`src/rtl/dac_data_rx_align.sv`:
```
// Receive-side slot aligner for the x2 DDR DAC link. It recovers the slot
// offset from frame rising edges and reassembles the two-channel sample word.
// It also checks even parity per sample and keeps saturating error counters.
module dac_data_rx_align #(
  parameter int LOCK_FRAMES = 4,
  parameter int LOSS_FRAMES = 2,
  parameter int CNT_W       = 16
) (
  input  logic             i_sclk,
  input  logic             i_rst,
  input  logic             i_rx_vld,
  input  logic [15:0]      i_rx_d0,
  input  logic [15:0]      i_rx_d1,
  input  logic [15:0]      i_rx_d2,
  input  logic [15:0]      i_rx_d3,
  input  logic [3:0]       i_rx_parity,
  input  logic [3:0]       i_rx_frame,
  input  logic [3:0]       i_rx_sync,
  input  logic             i_clr_cnt,
  output logic             o_locked,
  output logic [1:0]       o_offset,
  output logic             o_samples_vld,
  output logic [15:0]      o_chan_a_sample_0,
  output logic [15:0]      o_chan_a_sample_1,
  output logic [15:0]      o_chan_b_sample_0,
  output logic [15:0]      o_chan_b_sample_1,
  output logic             o_sync,
  output logic             o_frame,
  output logic [3:0]       o_par_err,
  output logic [CNT_W-1:0] o_par_err_cnt,
  output logic [CNT_W-1:0] o_align_err_cnt
);
  typedef enum logic [1:0] {SEARCH, VERIFY, LOCKED} state_t;

  state_t     state;
  logic [1:0] cand;
  logic [3:0] match, miss;

  // previous valid cycle's slots; edge flags are kept so slot 0 of the
  // previous cycle still knows whether it started a frame
  logic [3:0][15:0] prev_d;
  logic [3:0]       prev_par, prev_sync, prev_frame, prev_edge;
  logic             prev_vld;

  logic [3:0][15:0] cur_d;
  logic [3:0]       cur_edge;
  logic [7:0][15:0] s_d;
  logic [7:0]       s_par, s_sync, s_edge;

  assign cur_d    = {i_rx_d3, i_rx_d2, i_rx_d1, i_rx_d0};
  assign cur_edge = i_rx_frame & ~{i_rx_frame[2:0], prev_frame[3]};
  assign s_d      = {cur_d, prev_d};
  assign s_par    = {i_rx_parity, prev_par};
  assign s_sync   = {i_rx_sync, prev_sync};
  assign s_edge   = {cur_edge, prev_edge};

  logic       edge_any, edge_multi, mis;
  logic [1:0] edge_pos;

  // lowest-slot edge wins; more than one edge is an alignment error
  always_comb begin
    edge_pos = 2'd0;
    for (int j = 3; j >= 0; j--)
      if (cur_edge[j]) edge_pos = 2'(j);
    edge_any   = i_rx_vld && (cur_edge != 4'd0);
    edge_multi = edge_any && ((cur_edge & (cur_edge - 4'd1)) != 4'd0);
    mis        = edge_any && (((state == VERIFY) && (edge_pos != cand)) ||
                              ((state == LOCKED) && (edge_pos != o_offset)));
  end

  logic [3:0][15:0] w_d;
  logic [3:0]       w_err, w_perr;
  logic             w_vld, w_sync, w_frame;
  logic [2:0]       pop;

  // aligned word = S[offset .. offset+3] across prev and current slots
  always_comb begin
    for (int k = 0; k < 4; k++) begin
      w_d[k]   = s_d[{1'b0, o_offset} + 3'(k)];
      w_err[k] = (^w_d[k]) != s_par[{1'b0, o_offset} + 3'(k)];
    end
    w_vld   = (state == LOCKED) && i_rx_vld && prev_vld;
    w_sync  = s_sync[{1'b0, o_offset}];
    w_frame = s_edge[{1'b0, o_offset}];
    w_perr  = w_vld ? w_err : 4'd0;
    pop     = {2'b0, w_perr[0]} + {2'b0, w_perr[1]} + {2'b0, w_perr[2]} + {2'b0, w_perr[3]};
  end

  logic [CNT_W:0] par_sum, align_sum;
  assign par_sum   = {1'b0, o_par_err_cnt} + (CNT_W+1)'(pop);
  assign align_sum = {1'b0, o_align_err_cnt} + (CNT_W+1)'({1'b0, edge_multi} + {1'b0, mis});

  // slot history: captured on valid cycles, held across gaps
  always_ff @(posedge i_sclk) begin
    if (i_rst) begin
      prev_d     <= '0;
      prev_par   <= '0;
      prev_sync  <= '0;
      prev_frame <= '0;
      prev_edge  <= '0;
      prev_vld   <= 1'b0;
    end else if (i_rx_vld) begin
      prev_d     <= cur_d;
      prev_par   <= i_rx_parity;
      prev_sync  <= i_rx_sync;
      prev_frame <= i_rx_frame;
      prev_edge  <= cur_edge;
      prev_vld   <= 1'b1;
    end else begin
      prev_vld   <= 1'b0;
    end
  end

  // alignment FSM; offset is only updated on lock and held after loss
  always_ff @(posedge i_sclk) begin
    if (i_rst) begin
      state    <= SEARCH;
      cand     <= 2'd0;
      match    <= 4'd0;
      miss     <= 4'd0;
      o_offset <= 2'd0;
      o_locked <= 1'b0;
    end else if (edge_any) begin
      case (state)
        SEARCH: begin
          cand  <= edge_pos;
          match <= 4'd1;
          if (LOCK_FRAMES == 1) begin
            state    <= LOCKED;
            o_locked <= 1'b1;
            o_offset <= edge_pos;
            miss     <= 4'd0;
          end else begin
            state <= VERIFY;
          end
        end
        VERIFY: begin
          if (edge_pos == cand) begin
            if (match + 4'd1 == 4'(LOCK_FRAMES)) begin
              state    <= LOCKED;
              o_locked <= 1'b1;
              o_offset <= cand;
              miss     <= 4'd0;
            end else begin
              match <= match + 4'd1;
            end
          end else begin
            cand  <= edge_pos;
            match <= 4'd1;
          end
        end
        LOCKED: begin
          if (edge_pos == o_offset) begin
            miss <= 4'd0;
          end else if (miss + 4'd1 == 4'(LOSS_FRAMES)) begin
            state    <= SEARCH;
            o_locked <= 1'b0;
            miss     <= 4'd0;
          end else begin
            miss <= miss + 4'd1;
          end
        end
        default: state <= SEARCH;
      endcase
    end
  end

  // registered aligned word; everything but the valid flag is zero when invalid
  always_ff @(posedge i_sclk) begin
    if (i_rst || !w_vld) begin
      o_samples_vld     <= 1'b0;
      o_chan_a_sample_0 <= '0;
      o_chan_a_sample_1 <= '0;
      o_chan_b_sample_0 <= '0;
      o_chan_b_sample_1 <= '0;
      o_sync            <= 1'b0;
      o_frame           <= 1'b0;
      o_par_err         <= '0;
    end else begin
      o_samples_vld     <= 1'b1;
      o_chan_a_sample_0 <= w_d[0];
      o_chan_a_sample_1 <= w_d[1];
      o_chan_b_sample_0 <= w_d[2];
      o_chan_b_sample_1 <= w_d[3];
      o_sync            <= w_sync;
      o_frame           <= w_frame;
      o_par_err         <= w_err;
    end
  end

  // saturating error counters; clear beats a same-cycle increment
  always_ff @(posedge i_sclk) begin
    if (i_rst || i_clr_cnt) begin
      o_par_err_cnt   <= '0;
      o_align_err_cnt <= '0;
    end else begin
      o_par_err_cnt   <= par_sum[CNT_W]   ? '1 : par_sum[CNT_W-1:0];
      o_align_err_cnt <= align_sum[CNT_W] ? '1 : align_sum[CNT_W-1:0];
    end
  end
endmodule

```
`config.mk`:
```
export PLATFORM = sky130hd
export DESIGN_NAME = dac_data_rx_align
export DESIGN_NICKNAME = d
export VERILOG_FILES = /design/src/rtl/dac_data_rx_align.sv
export SDC_FILE = /design/constraint.sdc
export NUM_CORES = 1
export LEC_CHECK = 0
export CORE_MARGIN = 4
export CORE_UTILIZATION = 40
export CTS_CLUSTER_SIZE = 12
export DETAILED_ROUTE_END_ITERATION = 6
export PLACE_DENSITY_LB_ADDON = 0.1
export SYNTH_ARGS = -nofsm -noshare
export SYNTH_HDL_FRONTEND = slang
export SYNTH_SLANG_ARGS = --single-unit
```
`constraint.sdc`:
```
create_clock -name i_sclk -period 5.05 [get_ports i_sclk]
set_clock_uncertainty 0.2 [all_clocks]
set_input_delay 1.01 -clock i_sclk [delete_from_list [all_inputs] [get_ports i_sclk]]
set_output_delay 1.01 -clock i_sclk [all_outputs]
set_load 0.01 [all_outputs]
```
* Word level (Yosys, flattened, before mapping)
Index checks and enable logic that the tools add are counted.
W data, S select, Z words.
** Storage, ports and cells
- Flip-flop bits (word level) :: 199
- Input port bits :: 80
- Output and inout port bits :: 106
- Word-level logic and storage cells :: 137
** Operators by class
- $add $sub $neg :: 12
- Magnitude comparators :: 4
- Equal/unequal tests :: 18
- Mux-type cells :: 49
- Bitwise gates (word level) :: 3
- Reductions and logical operators :: 26
** Operators by type and width (number)
- $bmux W16 S3 :: 3
- $mux W16 :: 6
- $reduce_xor A16 Y1 :: 4
- $bmux W16 S2 :: 1
- $mux W4 :: 7
- $mux W2 :: 9
- $add A16 B2 Y17 :: 1
- $add A16 B3 Y17 :: 1
- $pmux W4 S2 :: 2
- $lt A3 B4 Y1 const B :: 3
- $mux W1 :: 12
- $bmux W1 S3 :: 3
- $add A4 B1 Y4 const B :: 2
- $and A4 B4 Y4 :: 2
- $reduce_and A4 Y1 :: 2
- $reduce_bool A4 Y1 :: 2
- $logic_and A1 B1 Y1 :: 7
- $add A2 B2 Y3 const B :: 2
- $bmux W1 S2 :: 3
- $ne A2 B1 Y1 const B :: 3
- $pmux W2 S3 :: 1
- $reduce_and A3 Y1 :: 2
- $reduce_and A6 Y1 :: 1
- $reduce_and A5 Y1 :: 1
- 22 further kinds :: 32

* Longest topological paths before layout
- Depth in word-level cells :: 13
- Gate-level depth with buffers :: 22
- Gate-level depth less buffers :: 17

* Worst setup path after synthesis
OpenSTA, ideal clock, no wires.
- Kind :: register to register
- From :: register o_offset[1]
- To :: register o_par_err_cnt[10]
- Library setup time :: 0.133 ns
- Arrival time :: 4.686 ns
- Data required time :: 4.717 ns
- Path slack :: 0.031 ns
- Cell stages (with the launch flop) :: 22
- Buffers on the path :: 7
- Period minus slack after synthesis :: 5.019 ns
- Cells stage by stage :: dfxtp_1 buf_6 buf_4 buf_2 inv_1 ha_1 buf_6 buf_4 buf_4 mux4_2 mux2i_1 xnor2_1 xnor3_1 xnor2_1 nor2_1 fa_1 fa_1 and3_1 nand3_1 or3_1 clkbuf_1 a21oi_1
** Between the ends
- Word-level cells in the longest chain between the ends :: 11
- Elaborated cells on any way between the ends :: 33
- Classes of those cells :: add/sub: 7; eq/ne: 4; mux: 18; reduce/logical: 4
** Ends and longest elaborated chain
- start, declared :: RTL line 21 : output logic [1:0] o_offset,
- start signal, assigned :: RTL line 131 : o_offset <= edge_pos;
- start signal, assigned :: RTL line 142 : o_offset <= cand;
- $add A2 B1 Y3 :: RTL line 79, 80
- $bmux W16 S3 :: RTL line 79 : w_d[k] = s_d[{1'b0, o_offset} + 3'(k)];
- $mux W16 (implied by the code) :: RTL line 79
- $reduce_xor A16 Y1 :: RTL line 80 : w_err[k] = (^w_d[k]) != s_par[{1'b0, o_offset} + 3'(k)];
- $ne A1 B1 Y1 :: RTL line 80
- $mux W4 (*) :: RTL line 85 : w_perr = w_vld ? w_err : 4'd0;
- $add A1 B1 Y2 :: RTL line 86 : pop = {2'b0, w_perr[0]} + {2'b0, w_perr[1]} + {2'b0, w_perr[2]} + {2'b0, w_perr[3]};
- $add A2 B1 Y3 :: RTL line 86
- $add A3 B1 Y3 (*) :: RTL line 86
- $add A16 B3 Y17 (*) :: RTL line 90 : assign par_sum = {1'b0, o_par_err_cnt} + (CNT_W+1)'(pop);
- $mux W16 (*) :: RTL line 197 : o_par_err_cnt <= par_sum[CNT_W] ? '1 : par_sum[CNT_W-1:0];
- end signal, assigned :: RTL line 197
- end, declared :: RTL line 30 : output logic [CNT_W-1:0] o_par_err_cnt,
Mark *: on every way between the ends. The rest lies on a longest branch, timed or not. The select of a mux whose other input is x is not followed.
A chain may end at the register's enable or synchronous reset.

* Worst setup path in the final report
- From :: input i_rx_d1[12]
- To :: register o_par_err_cnt[8]
** Between the ends
- Word-level cells in the longest chain between the ends :: 10
- Elaborated cells on any way between the ends :: 18
- Classes of those cells :: add/sub: 4; eq/ne: 3; mux: 8; reduce/logical: 3
** Ends and longest elaborated chain
- start, declared :: RTL line 13 : input logic [15:0] i_rx_d1,
- $bmux W16 S3 :: RTL line 79
- $mux W16 (implied by the code) :: RTL line 79
- $reduce_xor A16 Y1 :: RTL line 80
- $ne A1 B1 Y1 :: RTL line 80
- $mux W4 (*) :: RTL line 85
- $add A1 B1 Y2 :: RTL line 86
- $add A2 B1 Y3 :: RTL line 86
- $add A3 B1 Y3 (*) :: RTL line 86
- $add A16 B3 Y17 (*) :: RTL line 90
- $mux W16 (*) :: RTL line 197
Marked as above.

==> summary.txt <==
================================================================================
Max Transition Viols Final ........................................            0
Total Wirelength ..................................................     34800 µm
Number of sinks on the clock net ..................................          196
Detailed-routed wire length on met2 ...............................     16600 µm
Post-Syn Nets .....................................................         1197
Multiplexer fraction of the synthesized cell area .................        33.1%
Met3 WL ...........................................................      1800 µm
Biggest area consumer among synthesized cells .....................      dfxtp_1
Number of enable-type register cells in the synthesized netlist ...            0
Crit path max-delay family ........................................  adder cells
Placeable core area ...............................................    29000 µm²
Ordered cell list for the critical path ........................... clkdlybuf4s50_1 > mux4_2 > xnor2_1 > xnor3_1 > xnor2_1 > buf_4 > nand2b_4 > fa_1 > inv_1 > fa_2 > fa_2 > and3_4 > and3_4 > nand3_2 > xor2_1 > a21oi_1
Classification of the worst setup path ............................       in2reg
Number of buffers on the longest clock path .......................            2
Number of warning messages in the yosys log .......................            0
Final Critical Period .............................................      4.93 ns
Setup TNS .........................................................         0 ns
Effective utilization at floorplan ................................        40.9%
Average routed wire per standard cell .............................      19.3 µm
Gp weighted congestion ............................................        0.828
Overall Global Routing Usage ......................................        21.1%
Simple-gate portion of the synthesized area .......................        10.9%
Synth Area in Adders ..............................................        1.83%
Area share of the largest cell type after synthesis ...............        33.1%
Cell area after synthesis .........................................    11900 µm²
Die boundary height ...............................................       180 µm
Worst path max stage delay ........................................      0.57 ns
Wire length of the first global-routing pass ......................     54700 µm
Area growth from synthesis to layout ..............................        35.0%
Setup ws final ....................................................     0.119 ns
Number of antenna cells inserted ..................................            0
Area after DPL ....................................................    15200 µm²
DR top layer ......................................................         met4
Clock Root Buffer .................................................    clkbuf_16
NumNets Final .....................................................         1498
Number of clock buffers inserted by TritonCTS .....................           17
Crit share post-route .............................................        97.7%
F_max .............................................................      203 MHz
Max_cap viols .....................................................            0
I/O Buffers .......................................................          185
Floorplan die area ................................................    32500 µm²
CP required .......................................................      5.15 ns
Antenna violations before repair ..................................            0
Largest net degree at the start of global routing .................           94
Post-placement cell count .........................................         1761
Length of routed wiring on met1 ...................................     15800 µm
Post-route DRC ....................................................            0
CP arrival ........................................................      5.03 ns
Floorplan row count ...............................................           62
Relative slew slack ...............................................        24.4%
Run status ........................................................    completed
Worst vdd ir ......................................................       169 µV
Multi-input gate area .............................................     7670 µm²
Tightest hold margin ..............................................     0.281 ns
Die Width .........................................................       180 µm
Number of fill cells in the layout ................................         2599
Cell variety after synth ..........................................           55
Sequential share of the synthesized area ..........................        33.1%
I/O pin total .....................................................          186
Crit path capture type ............................................         flop
Compound-gate portion of the synthesized area .....................        4.33%
Clk_lat worst skew ................................................      0.44 ns
HP Class ..........................................................      reg2reg
Pre-antenna DRT Iters .............................................            5
Final hold violations .............................................            0
Share of the core filled with cells in the final layout ...........        55.2%
Worst Path Max Fanout .............................................            4
Cell count after synthesis ........................................         1102
Detailed router's first-iteration violation count .................          707
Fin area ..........................................................    16000 µm²
Synthesized area per cell .........................................     10.8 µm²
CP Depth ..........................................................           16
Post-synthesis register bit count .................................          196
Htree depth .......................................................            4
Most common flop cell mapped by yosys .............................      dfxtp_1
Via count normalized by instance count ............................         5.29
Final setup violation count .......................................            0
Worst Path Buf+Inv ................................................            3
Worst Tran Pin Value ..............................................      1.13 ns
Main combinational cell family by area after synthesis ............ multiplexers
Antenna Violating Nets Remaining ..................................            0
Sequential Area ...................................................     3930 µm²
Total vias in the final route .....................................         9510
Worst hold path depth .............................................            2
Cell with the largest stage delay on the worst path ...............       mux4_2
Cell depth of the worst flop-to-flop path .........................           18
Overall overflow remaining after global route .....................            0
Number of global-route vias before repair .........................         9581
Total power draw ..................................................      3.79 mW
Post-detailed-placement half-perimeter wirelength .................     25400 µm
Power density normalized to cell area .............................   237 nW/µm²
Share of synthesized flip-flops with an asynchronous set or reset .           0%
Clock transition at the registers of the reported paths ...........      0.08 ns
Critical path launch point type ...................................   input port
Area share of xor/xnor cells in the synthesized design ............        13.1%
Share of post-route cells with drive strength above 1 .............        24.8%
Leading post-synthesis cells by cell area ......................... dfxtp_1, mux4_2, mux2i_1
Final Instance Count excl. Fillers ................................         1799
Pre-CTS WS ........................................................    -0.696 ns
Clock tree from TritonCTS .........................................         done
Cell leakage power ................................................      6.29 nW
================================================================================
[worst min-delay path, delay by kind of cell (launching register included)]
kind | cells | cell delay (ns)
DFF | 1 | 0.32
and+or+nand+nor | 1 | 0.06
AOI/OAI and AO/OA | 1 | 0.06
[area by class of cell]
class,instances,share of cell area [%]
Multi-Input combinational cell,815,47.9
Sequential cell,196,24.5
Timing Repair Buffer,352,20.6
Tap cell,384,3.00
Clock buffer,18,2.74
Clock inverter,13,0.719
Inverter,21,0.492
[layout by cell type, fill, tap and decap left out, types with 17 or more instances in the layout]
| cell type | Yosys | final |
|---|---|---|
| mux2i_1 | 150 | 145 |
| clkdlybuf4s50_1 | 0 | 168 |
| buf_4 | 8 | 153 |
| inv_1 | 20 | 20 |
| nand2_1 | 21 | 21 |
| mux4_2 | 102 | 104 |
| xnor2_1 | 95 | 85 |
| clkbuf_16 | 0 | 17 |
| xor2_1 | 70 | 69 |
| nor2_1 | 164 | 162 |
| dfxtp_1 | 196 | 194 |
| and2_1 | 31 | 31 |
| a21oi_1 | 55 | 54 |
[final timing paths]
| path | start | endpoint | slack (ns) |
|---|---|---|---|
| min | prev_edge[3]$_SDFFE_PP0P_ | prev_edge[3]$_SDFFE_PP0P_ | 0.28 |
| min reg2reg | prev_edge[3]$_SDFFE_PP0P_ | prev_edge[3]$_SDFFE_PP0P_ | 0.28 |
| max | i_rx_d1[12] | o_par_err_cnt[8]$_SDFF_PP0_ | 0.12 |
| max reg2reg | o_offset[0]$_SDFFE_PP0P_ | o_par_err_cnt[8]$_SDFF_PP0_ | 0.24 |
[state kept, by name, indices dropped and copies added (netlist names), 4 cells and up]
| register | flops |
|---|---|
| o_align_err_cnt | 16 |
| o_chan_a_sample_1 | 16 |
| o_chan_b_sample_1 | 16 |
| o_par_err_cnt | 16 |
| o_chan_a_sample_0 | 16 |
| match | 4 |
| miss | 4 |
| prev_d | 64 |
| prev_edge | 4 |
| prev_par | 4 |
| o_chan_b_sample_0 | 16 |
| o_par_err | 4 |
| prev_sync | 4 |
[power by group]
group	total (mW)	switching, mW	internal (mW)
logic	0.822	0.363	0.458
clock network	1.33	0.673	0.660
registers	1.64	0.0531	1.59
total	3.79	1.09	2.70
[metal layers]
layer	global-route usage [%]	vias up
met3	4.02	32
met1	28.5	4679
met5	0	-
met4	5.75	0
met2	34.8	288
li1	-	4511
[synthesized netlist by cell type (all sizes together), types with 6 or more instances]
cell	count
dfxtp	196
nor2	164
mux2i	150
mux4	104
xnor2	96
xor2	70
a21oi	55
buf	46
and2	31
clkbuf	24
inv	21
nand2	21
nand3	16
o21ai	12
ha	11
nand4	10
nand2b	8
nor3	8
mux2	7
a211oi	6
nor2b	6
[repair_timing]
| action | CTS | global route |
|---|---|---|
| gates cloned | 0 | 0 |
| setup endpoints to repair | 15 | 15 |
| gates resized for setup | 9 | 39 |
| pin swaps | 1 | 12 |
| buffers inserted | 0 | 7 |
| hold buffers | 0 | 0 |
[kinds of logic (layout without fill, tap and decap cells)]
logic type | after synthesis | in the layout
XOR/XNOR | 170 | 170
AND/OR/NAND/NOR | 281 | 281
adder cells (fa/ha/maj) | 15 | 15
buffers and inverters | 91 | 404
AO/OA/AOI/OAI | 88 | 88
flip-flops | 196 | 196
multiplexers | 261 | 261
(Power assumes the default switching activity.)
